### src/rtl/scratchpad_mem_arbiter_pkg.sv
// Shared sizes, FSM state encoding and requester identifiers for the
// scratchpad / core memory-port arbiter.
package scratchpad_mem_arbiter_pkg;

    localparam int WORD_W       = 32;
    localparam int MATRIX_W     = 4;
    localparam int VALUE_BITS   = 16;
    localparam int BITS_PER_ROW = MATRIX_W * VALUE_BITS;
    localparam int ROW_S_W      = $clog2(MATRIX_W);

    typedef enum logic [2:0] {
        IDLE = 3'd0,
        CORE = 3'd1,
        LD0  = 3'd2,
        LD1  = 3'd3,
        ST0  = 3'd4,
        ST1  = 3'd5,
        DONE = 3'd6
    } arb_state_t;

    // Encoding doubles as the bit position in the request / grant vectors.
    typedef enum logic [1:0] {
        REQ_CORE = 2'd0,
        REQ_LD   = 2'd1,
        REQ_ST   = 2'd2
    } requester_t;

    function automatic requester_t onehot_to_req(input logic [2:0] grant);
        requester_t who;
        who = REQ_CORE;
        if (grant[1]) begin
            who = REQ_LD;
        end else if (grant[2]) begin
            who = REQ_ST;
        end
        return who;
    endfunction

endpackage

### src/rtl/scratchpad_mem_arbiter_rr_select3.sv
// Three-way rotating-priority picker: the search starts at the requester
// after the one granted last, so nobody is granted twice while another waits.
module rr_select3
    import scratchpad_mem_arbiter_pkg::*;
(
    input  logic [2:0] req_i,
    input  requester_t last_i,
    output logic [2:0] grant_o
);

    always_comb begin
        grant_o = 3'b000;
        case (last_i)
            REQ_LD: begin
                if (req_i[2]) begin
                    grant_o = 3'b100;
                end else if (req_i[0]) begin
                    grant_o = 3'b001;
                end else if (req_i[1]) begin
                    grant_o = 3'b010;
                end
            end
            REQ_ST: begin
                if (req_i[0]) begin
                    grant_o = 3'b001;
                end else if (req_i[1]) begin
                    grant_o = 3'b010;
                end else if (req_i[2]) begin
                    grant_o = 3'b100;
                end
            end
            default: begin
                if (req_i[1]) begin
                    grant_o = 3'b010;
                end else if (req_i[2]) begin
                    grant_o = 3'b100;
                end else if (req_i[0]) begin
                    grant_o = 3'b001;
                end
            end
        endcase
    end

endmodule

### src/rtl/scratchpad_mem_arbiter.sv
// Shares one 32-bit memory port between scratchpad row loads, row stores and
// the core data port; rows move as two word beats, loads carry a row index.
module scratchpad_mem_arbiter
    import scratchpad_mem_arbiter_pkg::*;
(
    input  logic                    CLK,
    input  logic                    nRST,
    input  logic                    sLoad,
    input  logic [WORD_W-1:0]       load_addr,
    input  logic                    sStore,
    input  logic [WORD_W-1:0]       store_addr,
    input  logic [BITS_PER_ROW-1:0] store_data,
    output logic [BITS_PER_ROW-1:0] load_data,
    output logic                    sLoad_hit,
    output logic                    sStore_hit,
    output logic [ROW_S_W-1:0]      sLoad_row,
    input  logic                    dmem_ren,
    input  logic                    dmem_wen,
    input  logic [WORD_W-1:0]       dmem_addr,
    input  logic [WORD_W-1:0]       dmem_wdata,
    output logic [WORD_W-1:0]       dmem_rdata,
    output logic                    dmem_hit,
    output logic                    ram_ren,
    output logic                    ram_wen,
    output logic [WORD_W-1:0]       ram_addr,
    output logic [WORD_W-1:0]       ram_wdata,
    input  logic [WORD_W-1:0]       ram_rdata,
    input  logic                    ram_ready
);

    arb_state_t              state_q, state_d;
    requester_t              gnt_q, gnt_d;
    logic                    core_wr_q, core_wr_d;
    logic [WORD_W-1:0]       low_q, low_d;
    logic [BITS_PER_ROW-1:0] load_data_q, load_data_d;
    logic [WORD_W-1:0]       dmem_rdata_q, dmem_rdata_d;
    logic [ROW_S_W-1:0]      row_q, row_d;

    logic [2:0]              req_vec;
    logic [2:0]              grant;
    logic [WORD_W-1:0]       addr_sel;

    assign req_vec = {sStore, sLoad, dmem_ren | dmem_wen};

    rr_select3 u_rr (
        .req_i   (req_vec),
        .last_i  (gnt_q),
        .grant_o (grant)
    );

    // The core direction is frozen at grant so a dropped request still finishes.
    always_comb begin
        state_d      = state_q;
        gnt_d        = gnt_q;
        core_wr_d    = core_wr_q;
        low_d        = low_q;
        load_data_d  = load_data_q;
        dmem_rdata_d = dmem_rdata_q;
        row_d        = row_q;
        case (state_q)
            IDLE: begin
                if (grant != 3'b000) begin
                    gnt_d     = onehot_to_req(grant);
                    core_wr_d = dmem_wen;
                    case (onehot_to_req(grant))
                        REQ_LD:  state_d = LD0;
                        REQ_ST:  state_d = ST0;
                        default: state_d = CORE;
                    endcase
                end
            end
            CORE: begin
                if (ram_ready) begin
                    dmem_rdata_d = ram_rdata;
                    state_d      = DONE;
                end
            end
            LD0: begin
                if (ram_ready) begin
                    low_d   = ram_rdata;
                    state_d = LD1;
                end
            end
            LD1: begin
                if (ram_ready) begin
                    load_data_d = {ram_rdata, low_q};
                    state_d     = DONE;
                end
            end
            ST0: begin
                if (ram_ready) begin
                    state_d = ST1;
                end
            end
            ST1: begin
                if (ram_ready) begin
                    state_d = DONE;
                end
            end
            DONE: begin
                if (gnt_q == REQ_LD) begin
                    row_d = (row_q == ROW_S_W'(MATRIX_W - 1)) ? '0 : row_q + 1'b1;
                end
                state_d = IDLE;
            end
            default: state_d = IDLE;
        endcase
    end

    always_ff @(posedge CLK or negedge nRST) begin
        if (!nRST) begin
            state_q      <= IDLE;
            gnt_q        <= REQ_CORE;
            core_wr_q    <= 1'b0;
            low_q        <= '0;
            load_data_q  <= '0;
            dmem_rdata_q <= '0;
            row_q        <= '0;
        end else begin
            state_q      <= state_d;
            gnt_q        <= gnt_d;
            core_wr_q    <= core_wr_d;
            low_q        <= low_d;
            load_data_q  <= load_data_d;
            dmem_rdata_q <= dmem_rdata_d;
            row_q        <= row_d;
        end
    end

    // Addresses and store data come straight from the requester every beat.
    always_comb begin
        ram_ren   = 1'b0;
        ram_wen   = 1'b0;
        addr_sel  = '0;
        ram_wdata = '0;
        case (state_q)
            CORE: begin
                ram_ren   = ~core_wr_q;
                ram_wen   = core_wr_q;
                addr_sel  = dmem_addr;
                ram_wdata = core_wr_q ? dmem_wdata : '0;
            end
            LD0: begin
                ram_ren  = 1'b1;
                addr_sel = load_addr;
            end
            LD1: begin
                ram_ren  = 1'b1;
                addr_sel = load_addr + WORD_W'(4);
            end
            ST0: begin
                ram_wen   = 1'b1;
                addr_sel  = store_addr;
                ram_wdata = store_data[WORD_W-1:0];
            end
            ST1: begin
                ram_wen   = 1'b1;
                addr_sel  = store_addr + WORD_W'(4);
                ram_wdata = store_data[BITS_PER_ROW-1:WORD_W];
            end
            default: begin
                ram_ren = 1'b0;
            end
        endcase
    end

    assign ram_addr   = {addr_sel[WORD_W-1:2], 2'b00};

    assign sLoad_hit  = (state_q == DONE) && (gnt_q == REQ_LD);
    assign sStore_hit = (state_q == DONE) && (gnt_q == REQ_ST);
    assign dmem_hit   = (state_q == DONE) && (gnt_q == REQ_CORE);

    assign load_data  = load_data_q;
    assign dmem_rdata = dmem_rdata_q;
    assign sLoad_row  = row_q;

endmodule

### config.mk
export PLATFORM = sky130hd
export DESIGN_NAME = scratchpad_mem_arbiter
export DESIGN_NICKNAME = d
export VERILOG_FILES = /design/src/rtl/scratchpad_mem_arbiter_pkg.sv /design/src/rtl/scratchpad_mem_arbiter_rr_select3.sv /design/src/rtl/scratchpad_mem_arbiter.sv
export SDC_FILE = /design/constraint.sdc
export NUM_CORES = 1
export LEC_CHECK = 0
export CAP_MARGIN = 20
export CORE_AREA = 2 2 155 157
export CTS_CLUSTER_DIAMETER = 50
export CTS_CLUSTER_SIZE = 24
export DETAILED_ROUTE_END_ITERATION = 10
export DIE_AREA = 0 0 157 159
export PLACE_DENSITY_LB_ADDON = 0.1
export SLEW_MARGIN = 5
export SYNTH_ARGS = -nofsm -noshare
export SYNTH_HDL_FRONTEND = slang
export SYNTH_SLANG_ARGS = --single-unit
export TNS_END_PERCENT = 5
### constraint.sdc
create_clock -name CLK -period 6.3 [get_ports CLK]
set_clock_uncertainty 0.15 [all_clocks]
set_input_delay 1.26 -clock CLK [delete_from_list [all_inputs] [get_ports CLK]]
set_output_delay 1.26 -clock CLK [all_outputs]
set_load 0.02 [all_outputs]
==> flow_metrics.env <==
export IMPL_antenna_left=0
export IMPL_synth_seq_cells=136
export IMPL_syn_area_per_cell_um2=10.6
export IMPL_dpl_worst_slack_ns=0.482
export IMPL_worstPathArrival_ns=4.47
export IMPL_path_class="flop to output port"
export IMPL_power_density_nw_per_um2=490
export IMPL_nets=1364
export IMPL_top_level_ports=398
export IMPL_drive_above_1_share_pct=16.9
export IMPL_totalWireLength_mm=29.3
export IMPL_clock_sinks=136
export IMPL_grt_max_degree=101
export IMPL_layout_setup_ws_ns=0.417
export IMPL_relSlewSlack_pct=27.5
export IMPL_cts_root_buf="clkbuf_16"
export IMPL_worstSetupStartpointType="flop"
export IMPL_grt_overflow=0
export IMPL_final_cell_area_um2=12800
export IMPL_num_rows=56
export IMPL_cts_htree_levels=4
export IMPL_required_ns=4.89
export IMPL_final_cell_mix="clkdlybuf4s50_1, dfrtp_1, mux2_2, nor2_1, inv_1"
export IMPL_grt_antenna_before_repair=2
export IMPL_numCtsBuffers=17
export IMPL_die_x_um=157
export IMPL_ys_seq_area_share_pct=42.4
export IMPL_maxCapViolations=0
export IMPL_start_util_pct=34.6
export IMPL_setup_viol=0
export IMPL_netlist_instances=760
export IMPL_cts_hold_buf=0
export IMPL_yosysWarnings=0
export IMPL_ir_drop_mv=0.312
export IMPL_min_path_type="flop to flop"
export IMPL_via_per_inst=5.29
export IMPL_status="completed"
export IMPL_cts_setup_buffers=0
export IMPL_ys_flop_type="dfrtp_1"
export IMPL_tightest_slew_ns=1.08
export IMPL_post_dp_cell_area_um2=12200
export IMPL_vias=7735
export IMPL_hold_viol_final=0
export IMPL_die_area_um2=25000
export IMPL_clk_latency_ns=0.40
export IMPL_clkTransAtPathRegs_ns=0.06
export IMPL_fin_crit_sh_pct=93.4
export IMPL_ys_types=58
export IMPL_ctsLongestPathBuffers=2
export IMPL_netlist_area_um2=8020
export IMPL_final_common_cell="clkdlybuf4s50_1"
export IMPL_synth_async_reset_ratio_pct=100
export IMPL_core_area_um2=23200
export IMPL_post_dp_hpwl_mm=21.4
export IMPL_grt_pass1_vias=7758
export IMPL_wl_per_cell_um=20.1
export IMPL_drc=0
export IMPL_fmax_mhz=170
export IMPL_synth_edff_count=0
export IMPL_timing_final_crit_period_ns=5.88
export IMPL_cp_end_kind="output port"
export IMPL_io_buffers=389
export IMPL_leakage_uw=0.00528
export IMPL_die_y_um=159
export IMPL_final_max_slew_viol_count=0
export IMPL_grt_pass1_wl_mm=45.1
export IMPL_cp_max_fo=33
export IMPL_grt_setup_unrepaired="false"
export IMPL_drt_iter0_markers=645
export IMPL_cts_tree="done"
export IMPL_gp_congestion=0.925
export IMPL_syn_to_final_growth_pct=59.1
export IMPL_grt_use_total_pct=23.0
export IMPL_r2r_slack_ns=3.34
export IMPL_fin_tns_setup_ns=0
export IMPL_drt_pass1_iter_count=9
export IMPL_cts_resized=0
-- power breakdown --
part	leakage (uW)	switching, uW	total [uW]	internal, uW
Combinational	0.00338	1920	3780	1860
Sequential	0.00164	239	1550	1320
Clock	0.000260	391	916	525
-- cells in the mapped netlist (20+ instances only) --
| cell type | number | share of area [%] |
|---|---|---|
| a21oi_1 | 20 | 1.2 |
| nor2_1 | 40 | 1.9 |
| mux2_2 | 131 | 18 |
| mux2i_1 | 31 | 3.9 |
| inv_1 | 38 | 1.8 |
| clkbuf_1 | 28 | 1.3 |
| a222oi_1 | 32 | 4.0 |
| nand3_1 | 28 | 1.7 |
| dfrtp_1 | 136 | 42 |
| nand2_1 | 34 | 1.6 |
| a22oi_1 | 33 | 3.1 |
-- flip-flops by register name (all words and copies together) (netlist names) --
name and flops:
load_data 64, dmem_rdata 32, low_q 32, state_q 3, gnt_q 2, sLoad_row 2, core_wr_q 1
-- logic make-up after synthesis --
| logic type | Yosys count | synth area share (%) |
|---|---|---|
| AO/OA/AOI/OAI | 168 | 16.0 |
| flip-flops | 136 | 42.4 |
| adder cells (fa/ha/maj) | 5 | 0.780 |
| other | 1 | 0.0468 |
| buffers and inverters | 92 | 4.95 |
| multiplexers | 163 | 22.4 |
| AND/OR/NAND/NOR | 181 | 11.8 |
| XOR/XNOR | 14 | 1.53 |
-- worst max-delay path, stage by stage, from the launching register on --
cell and delay (ns):
dfrtp_1 0.78, and3b_2 0.34, buf_4 0.34, nand2_1 0.10
nand2_1 0.07, ha_1 0.23, nand3_1 0.11, nor3b_2 0.39
o21bai_1 0.42, o31a_1 0.40, o31ai_1 0.23, clkdlybuf4s50_1 0.66
-- layout make-up --
class / count / area [um2]
Timing Repair Buffer: 402 / 3990
Multi-Input combinational cell: 533 / 4260
Tap cell: 319 / 399
Clock buffer: 19 / 443
Sequential cell: 136 / 3400
Inverter: 38 / 143
Antenna cell: 2 / 5.00
Clock inverter: 13 / 111
Fill cell: 2142 / 10400
-- final timing paths --
kind / to / from / depth (start not counted)
setup / recovery: ram_addr[26] / state_q[0] / 11
hold / removal: load_data[0] / low_q[0] / 1
setup reg to reg: load_data[6] / state_q[0] / 4
hold reg to reg: load_data[0] / low_q[0] / 1
max in group asynchronous: load_data[6] / nRST / 2
min in group asynchronous: dmem_rdata[14] / nRST / 1
-- layer usage --
layer  part of all wire, %  vias to the layer above  GRT usage [%]
met5                     0                        -              0
met4                   1.7                        0           6.17
met3                    10                       27           7.51
met2                    46                      336           36.5
met1                    42                     3754           30.1
li1                      -                     3618              -
-- stage by stage --
step           instances  utilization [%]  hold slack, ns  power (uW)
2_1_floorplan        761                -           0.327        3630
3_3_place_gp        1428             52.6           0.336        5320
3_5_place_dp        1428             52.6           0.341        5350
4_1_cts             1460             55.0           0.355        6310
5_1_grt             1462             55.0           0.362        6640
6_report            1462             55.0           0.350        6250
(Power assumes the default switching activity.)
